[src/rtl/fm0_rx_pkg.sv]
// Shared types and constants for the FM0 receive-frame controller.
package fm0_rx_pkg;

  localparam int unsigned WORD_W = 16;
  localparam int unsigned NB_W   = 5;
  localparam int unsigned ST_W   = 3;

  typedef enum logic [2:0] {
    S_IDLE      = 3'd0,
    S_ARM       = 3'd1,
    S_WAIT_SYNC = 3'd2,
    S_RECV      = 3'd3,
    S_CHECK     = 3'd4,
    S_DONE      = 3'd5
  } state_t;

  localparam logic [ST_W-1:0] ST_OK       = 3'd0;
  localparam logic [ST_W-1:0] ST_NO_SYNC  = 3'd1;
  localparam logic [ST_W-1:0] ST_CODE_ERR = 3'd2;
  localparam logic [ST_W-1:0] ST_BIT_TO   = 3'd3;
  localparam logic [ST_W-1:0] ST_CRC_ERR  = 3'd4;
  localparam logic [ST_W-1:0] ST_BAD_LEN  = 3'd5;

  localparam logic [WORD_W-1:0] CRC_POLY    = 16'h1021;
  localparam logic [WORD_W-1:0] CRC_PRESET  = 16'hFFFF;
  localparam logic [WORD_W-1:0] CRC_RESIDUE = 16'h1D0F;

endpackage

[src/rtl/crc16_ser.sv]
// Bit-serial CRC-16/CCITT, MSB first; clr_i loads the preset.
module crc16_ser
  import fm0_rx_pkg::*;
(
  input  logic              clk_i,
  input  logic              rst_i,
  input  logic              clr_i,
  input  logic              en_i,
  input  logic              bit_i,
  output logic [WORD_W-1:0] crc_o
);

  logic fb;
  assign fb = crc_o[WORD_W-1] ^ bit_i;

  always_ff @(posedge clk_i) begin
    if (rst_i) begin
      crc_o <= '0;
    end else if (clr_i) begin
      crc_o <= CRC_PRESET;
    end else if (en_i) begin
      crc_o <= {crc_o[WORD_W-2:0], 1'b0} ^ (fb ? CRC_POLY : '0);
    end
  end

endmodule

[src/rtl/fm0_rx_frame_ctrl.sv]
// Sequences the FM0 decoder for one tag reply: lock wait, bit count,
// 16-bit word packing and CRC-16 check, ending in a single status.
module fm0_rx_frame_ctrl
  import fm0_rx_pkg::*;
#(
  parameter int unsigned     LEN_W  = 10,
  parameter int unsigned     TO_W   = 16,
  parameter logic [TO_W-1:0] BIT_TO = 16'd2000
) (
  input  logic              clk_i,
  input  logic              rst_i,
  input  logic              start_i,
  input  logic [LEN_W-1:0]  exp_len_i,
  input  logic              crc_en_i,
  input  logic [TO_W-1:0]   sync_to_i,
  output logic              dec_clr_o,
  input  logic              form_sync_i,
  input  logic              err_form_i,
  input  logic              form_valid_i,
  input  logic              form_data_i,
  output logic              busy_o,
  output logic              word_valid_o,
  output logic [WORD_W-1:0] word_o,
  output logic [NB_W-1:0]   word_nbits_o,
  output logic              word_last_o,
  output logic              done_o,
  output logic [ST_W-1:0]   status_o
);

  state_t              state;
  logic [LEN_W-1:0]    len_q;
  logic                crc_en_q;
  logic [TO_W-1:0]     sync_to_q;
  logic [TO_W-1:0]     timer;
  logic [LEN_W-1:0]    bit_cnt;
  logic [WORD_W-1:0]   wsh;
  logic [NB_W-1:0]     wn;
  logic [WORD_W-1:0]   crc;

  logic                bad_len;
  logic                bit_take;
  logic                last_bit;
  logic [WORD_W-1:0]   w_next;
  logic [NB_W-1:0]     wn_next;

  assign bad_len  = (exp_len_i == '0) || (crc_en_i && (exp_len_i < LEN_W'(WORD_W)));
  // A bit is consumed only in RECV and only when no coding error preempts it
  assign bit_take = (state == S_RECV) && form_valid_i && !err_form_i;
  assign last_bit = (bit_cnt == LEN_W'(1));
  assign w_next   = {wsh[WORD_W-2:0], form_data_i};
  assign wn_next  = wn + NB_W'(1);

  crc16_ser u_crc (
    .clk_i (clk_i),
    .rst_i (rst_i),
    .clr_i (state == S_ARM),
    .en_i  (bit_take),
    .bit_i (form_data_i),
    .crc_o (crc)
  );

  always_ff @(posedge clk_i) begin
    if (rst_i) begin
      state        <= S_IDLE;
      len_q        <= '0;
      crc_en_q     <= 1'b0;
      sync_to_q    <= '0;
      timer        <= '0;
      bit_cnt      <= '0;
      wsh          <= '0;
      wn           <= '0;
      dec_clr_o    <= 1'b1;
      busy_o       <= 1'b0;
      word_valid_o <= 1'b0;
      word_o       <= '0;
      word_nbits_o <= '0;
      word_last_o  <= 1'b0;
      done_o       <= 1'b0;
      status_o     <= ST_OK;
    end else begin
      word_valid_o <= 1'b0;
      word_last_o  <= 1'b0;
      done_o       <= 1'b0;
      case (state)
        S_IDLE: begin
          dec_clr_o <= 1'b1;
          busy_o    <= 1'b0;
          if (start_i) begin
            len_q     <= exp_len_i;
            crc_en_q  <= crc_en_i;
            sync_to_q <= sync_to_i;
            busy_o    <= 1'b1;
            status_o  <= ST_OK;
            if (bad_len) begin
              state    <= S_DONE;
              done_o   <= 1'b1;
              status_o <= ST_BAD_LEN;
            end else begin
              state <= S_ARM;
            end
          end
        end
        S_ARM: begin
          timer     <= sync_to_q;
          bit_cnt   <= len_q;
          wsh       <= '0;
          wn        <= '0;
          dec_clr_o <= 1'b0;
          state     <= S_WAIT_SYNC;
        end
        S_WAIT_SYNC: begin
          if (form_sync_i) begin
            timer <= BIT_TO;
            state <= S_RECV;
          end else if (timer == '0) begin
            state     <= S_DONE;
            done_o    <= 1'b1;
            status_o  <= ST_NO_SYNC;
            dec_clr_o <= 1'b1;
          end else begin
            timer <= timer - TO_W'(1);
          end
        end
        S_RECV: begin
          if (err_form_i) begin
            state     <= S_DONE;
            done_o    <= 1'b1;
            status_o  <= ST_CODE_ERR;
            dec_clr_o <= 1'b1;
          end else if (form_valid_i) begin
            timer   <= BIT_TO;
            bit_cnt <= bit_cnt - LEN_W'(1);
            if ((wn_next == NB_W'(WORD_W)) || last_bit) begin
              word_o       <= w_next;
              word_nbits_o <= wn_next;
              word_valid_o <= 1'b1;
              word_last_o  <= last_bit;
              wsh          <= '0;
              wn           <= '0;
            end else begin
              wsh <= w_next;
              wn  <= wn_next;
            end
            if (last_bit) begin
              state <= S_CHECK;
            end
          end else if (timer == '0) begin
            state     <= S_DONE;
            done_o    <= 1'b1;
            status_o  <= ST_BIT_TO;
            dec_clr_o <= 1'b1;
          end else begin
            timer <= timer - TO_W'(1);
          end
        end
        S_CHECK: begin
          state     <= S_DONE;
          done_o    <= 1'b1;
          dec_clr_o <= 1'b1;
          status_o  <= (crc_en_q && (crc != CRC_RESIDUE)) ? ST_CRC_ERR : ST_OK;
        end
        S_DONE: begin
          state     <= S_IDLE;
          busy_o    <= 1'b0;
          dec_clr_o <= 1'b1;
        end
        default: begin
          state <= S_IDLE;
        end
      endcase
    end
  end

endmodule

[config.mk]
export PLATFORM = sky130hd
export DESIGN_NAME = fm0_rx_frame_ctrl
export DESIGN_NICKNAME = d
export VERILOG_FILES = /design/src/rtl/fm0_rx_pkg.sv /design/src/rtl/crc16_ser.sv /design/src/rtl/fm0_rx_frame_ctrl.sv
export SDC_FILE = /design/constraint.sdc
export NUM_CORES = 1
export LEC_CHECK = 0
export ABC_AREA = 1
export CAP_MARGIN = 10
export CORE_AREA = 3 3 126 128
export CTS_BUF_LIST = sky130_fd_sc_hd__clkbuf_2 sky130_fd_sc_hd__clkbuf_4 sky130_fd_sc_hd__clkbuf_8
export DETAILED_ROUTE_END_ITERATION = 10
export DIE_AREA = 0 0 129 131
export PLACE_DENSITY = 0.6
export SYNTH_ARGS = -nofsm -noshare
export SYNTH_HDL_FRONTEND = slang
export SYNTH_SLANG_ARGS = --single-unit
[constraint.sdc]
create_clock -name clk_i -period 2.1 [get_ports clk_i]
set_input_delay 0.42 -clock clk_i [delete_from_list [all_inputs] [get_ports clk_i]]
set_output_delay 0.42 -clock clk_i [all_outputs]
set_load 0.01 [all_outputs]
==> results_dict.tcl <==
set metrics [dict create \
    async_reset_ff_frac 0 \
    crit_slowest_cell "dfxtp_1" \
    fin_cells 1079 \
    numCtsBuffers 17 \
    nets 918 \
    max_stage_delay_ns 0.55 \
    port_buffers 62 \
    cts.htree.levels 4 \
    r2r-start "state[0]" \
    drv_cap 0 \
    worstPathMaxFanout 31 \
    cellPowerDensity_nw_per_um2 1330 \
    antenna_left 0 \
    first_pass_iters 5 \
    drc 0 \
    antenna_found_initial 0 \
    yosysSeqAreaShare 0.411 \
    yosysTopAreaCellShare 0.411 \
    die-area_um2 16900 \
    yosys_warnings 0 \
    fill_cells 1541 \
    initial_core_util 0.393 \
    synth-simple-area-share 0.284 \
    grt_max_degree 43 \
    fmax_ghz 0.533 \
    syn_area_per_cell_um2 7.20 \
    slew_headroom 0.653 \
    hold_violations 0 \
    rr_worst_depth 7 \
    cp.required_ns 2.48 \
    clock_skew_ns 0.0179 \
    diodes 0 \
    num_vias 5470 \
    die_w_um 129 \
    wl_per_cell_um 13.7 \
    syn_nets 858 \
    wl_met1_um 6620 \
    die_y_um 131 \
    track_usage 0.182 \
    grt_pass1_vias 5124 \
    synth_top_cell_by_area "dfxtp_1" \
    rrSetupSlack_ns 0.22 \
    synth_cell_type_count 41 \
    drtIter0Drc 275 \
    grt_overflow 0 \
    drive_gt1_frac 0.104 \
    status "completed" \
    path_cells "nand2_2 -> nor2_4 -> nand3_2 -> inv_2 -> buf_12 -> nand4_1 -> a21oi_1" \
    rsz0062_at_grt "no" \
    crit_family "simple AND/OR/NAND/NOR gates" \
    clk_latency_ns 0.46 \
    setup-tns-final_ns 0 \
    cp-end-kind "flip-flop" \
    drt-total-wl_um 14700 \
    rows 45 \
    synth.area.mux_share 0 \
    ir_drop_uv 853 \
    routed-wl-met3_um 573 \
    post_cts_buffers 0 \
    critPathKind "flip-flop to flip-flop" \
    synth_area_um2 5890 \
    met2_length_um 7260 \
    fin_crit_ns 1.88 \
    ys_ff_latch 121 \
    cts_tree "built" \
    syn_inst 818 \
    synth_edf_count 0 \
    critPathCapture "wsh[1]" \
    hpwl_um 10300 \
    yosys.area_share.adder 0.0127 \
    tightest_slew_ns 0.521 \
    placed_area_um2 6750 \
    core_um2 15000 \
    synth_ff_type "dfxtp_1" \
    path_clk_slew_ns 0.09 \
    placedCellCount 1047 \
    report.final.slew_viol_count 0 \
    fin_crit_sh 0.894 \
    viasPerCell 5.07 \
    synth_top_family_by_area "simple AND/OR/NAND/NOR gates" \
    clock-sinks 121 \
    crit_path_start_kind "flip-flop" \
    clk_path_buf_depth 2 \
    r2r-end "wsh[1]" \
    finalSetupViolCount 0 \
    cp_num_buf_inv 2 \
    p_leak_uw 0.00288 \
    synth_compound_area_frac 0.184 \
    arrival_ns 2.26 \
    clockRootBuffer "clkbuf_8" \
    io_pins 63 \
    synth_area_leaders "dfxtp_1, nand2_1, a21oi_1, nor2_1, inv_1" \
    area_delta_synth_final_pct 22.2 \
    synth_xor_area_frac 0.0178 \
    startpoint "state[0]" \
    top_layer_used "met4" \
    finish.instance_area_um2 7190 \
    gp_congestion 0.858 \
    grt_pass1_wl_um 24700 \
    timing.critical_path.depth 7 \
    hp-class "input port to flip-flop" \
]
-- sequential cells by signal (all words and copies together), names as in the netlist --
signal        count
word_o           16
len_q            10
dec_clr_o         1
sync_to_q        16
state             3
wsh              15
word_valid_o      1
done_o            1
timer            16
word_nbits_o      5
word_last_o       1
status_o          3
wn                5
u_crc.crc_o      16
crc_en_q          1
bit_cnt          10
busy_o            1
-- through the flow --
step / setup slack [ns] / util / hold slack (ns) / power (µW)
3_5_place_dp: 0.0652 / 0.451 / 0.442 / 7350
2_1_floorplan: 0.411 / - / 0.425 / 6260
3_3_place_gp: 0.101 / 0.451 / 0.439 / 7340
4_1_cts: 0.219 / 0.480 / 0.409 / 9680
6_report: 0.223 / 0.480 / 0.421 / 9600
5_1_grt: 0.0104 / 0.480 / 0.472 / 10400
-- area by class of cell --
cell class / count / area [µm²] / share of cell area
inverter: 74 / 280 / 0.0390
tap: 188 / 235 / 0.0327
clock inverter: 9 / 139 / 0.0193
multi-input combinational: 578 / 2950 / 0.410
clock buffer: 23 / 298 / 0.0414
timing repair buffer: 86 / 871 / 0.121
sequential: 121 / 2420 / 0.337
-- cell usage after synthesis (10+ instances only) --
cell        n
a21oi_1    98
buf_2      13
buf_4      10
clkbuf_1   19
dfxtp_1   121
inv_1      66
nand2_1   132
nand3_1    41
nand3b_1   19
nand4_1    28
nor2_1    128
o21ai_0    49
o21ai_1    16
xor2_1     10
-- kinds of logic (layout without fill, tap and decap cells) --
logic type | Yosys count | count (layout)
buffers and inverters | 119 | 192
xor gates and xnor gates | 12 | 12
AOI/OAI and AO/OA | 191 | 191
and+or+nand+nor | 369 | 369
DFF | 121 | 121
adders and majority gates | 6 | 6
-- cell usage in the layout, fill, tap and decap left out, drive strengths merged --
cell,instances
nand2,136
nor2,134
dfxtp,121
a21oi,99
inv,74
o21ai,65
clkdlybuf4s50,61
nand3,44
nand4,28
buf,25
clkbuf,23
nand3b,19
xor2,10
ha,6
a211oi,6
a221oi,5
nor3,5
o2111ai,4
a31oi,4
o211ai,4
clkinvlp,3
bufinv,3
or2,3
clkinv,3
xnor2,2
a21o,1
o22ai,1
o21a,1
o221a,1
-- metal layers --
layer	vias to the layer above	track usage
met5	-	0
met4	0	0.0686
met3	23	0.0402
met2	109	0.309
met1	2493	0.226
li1	2845	-
-- where the power goes --
part           switching, µW  internal [µW]  total (µW)  leakage (µW)
sequential               397           2820        3220      0.000989
clock                    972           1320        2290      0.000213
combinational           2630           1460        4090       0.00168
total                   4000           5600        9600       0.00288
-- repair_timing --
action / 4_1_cts / 5_1_grt
hold buffers: 0 / 0
endpoints found under the setup margin: 0 / 1
resized for setup: 0 / 1
-- worst min-delay path, delay by kind of cell --
kind | cells | cell delay, ns
buffers and inverters | 2 | 0.27
and+or+nand+nor | 1 | 0.14
-- how the worst min path moves through the flow --
stage | depth (start not counted) | endpoint | slack, ns | startpoint
after floorplan | 2 | len_q[4] | 0.43 | len_q[4]
after global placement | 2 | sync_to_q[3] | 0.44 | sync_to_q[3]
after detailed placement | 2 | len_q[5] | 0.44 | len_q[5]
after CTS | 3 | dec_clr_o | 0.41 | rst_i
after global routing | 3 | dec_clr_o | 0.47 | rst_i
final | 3 | dec_clr_o | 0.42 | rst_i
(Power assumes the default switching activity.)
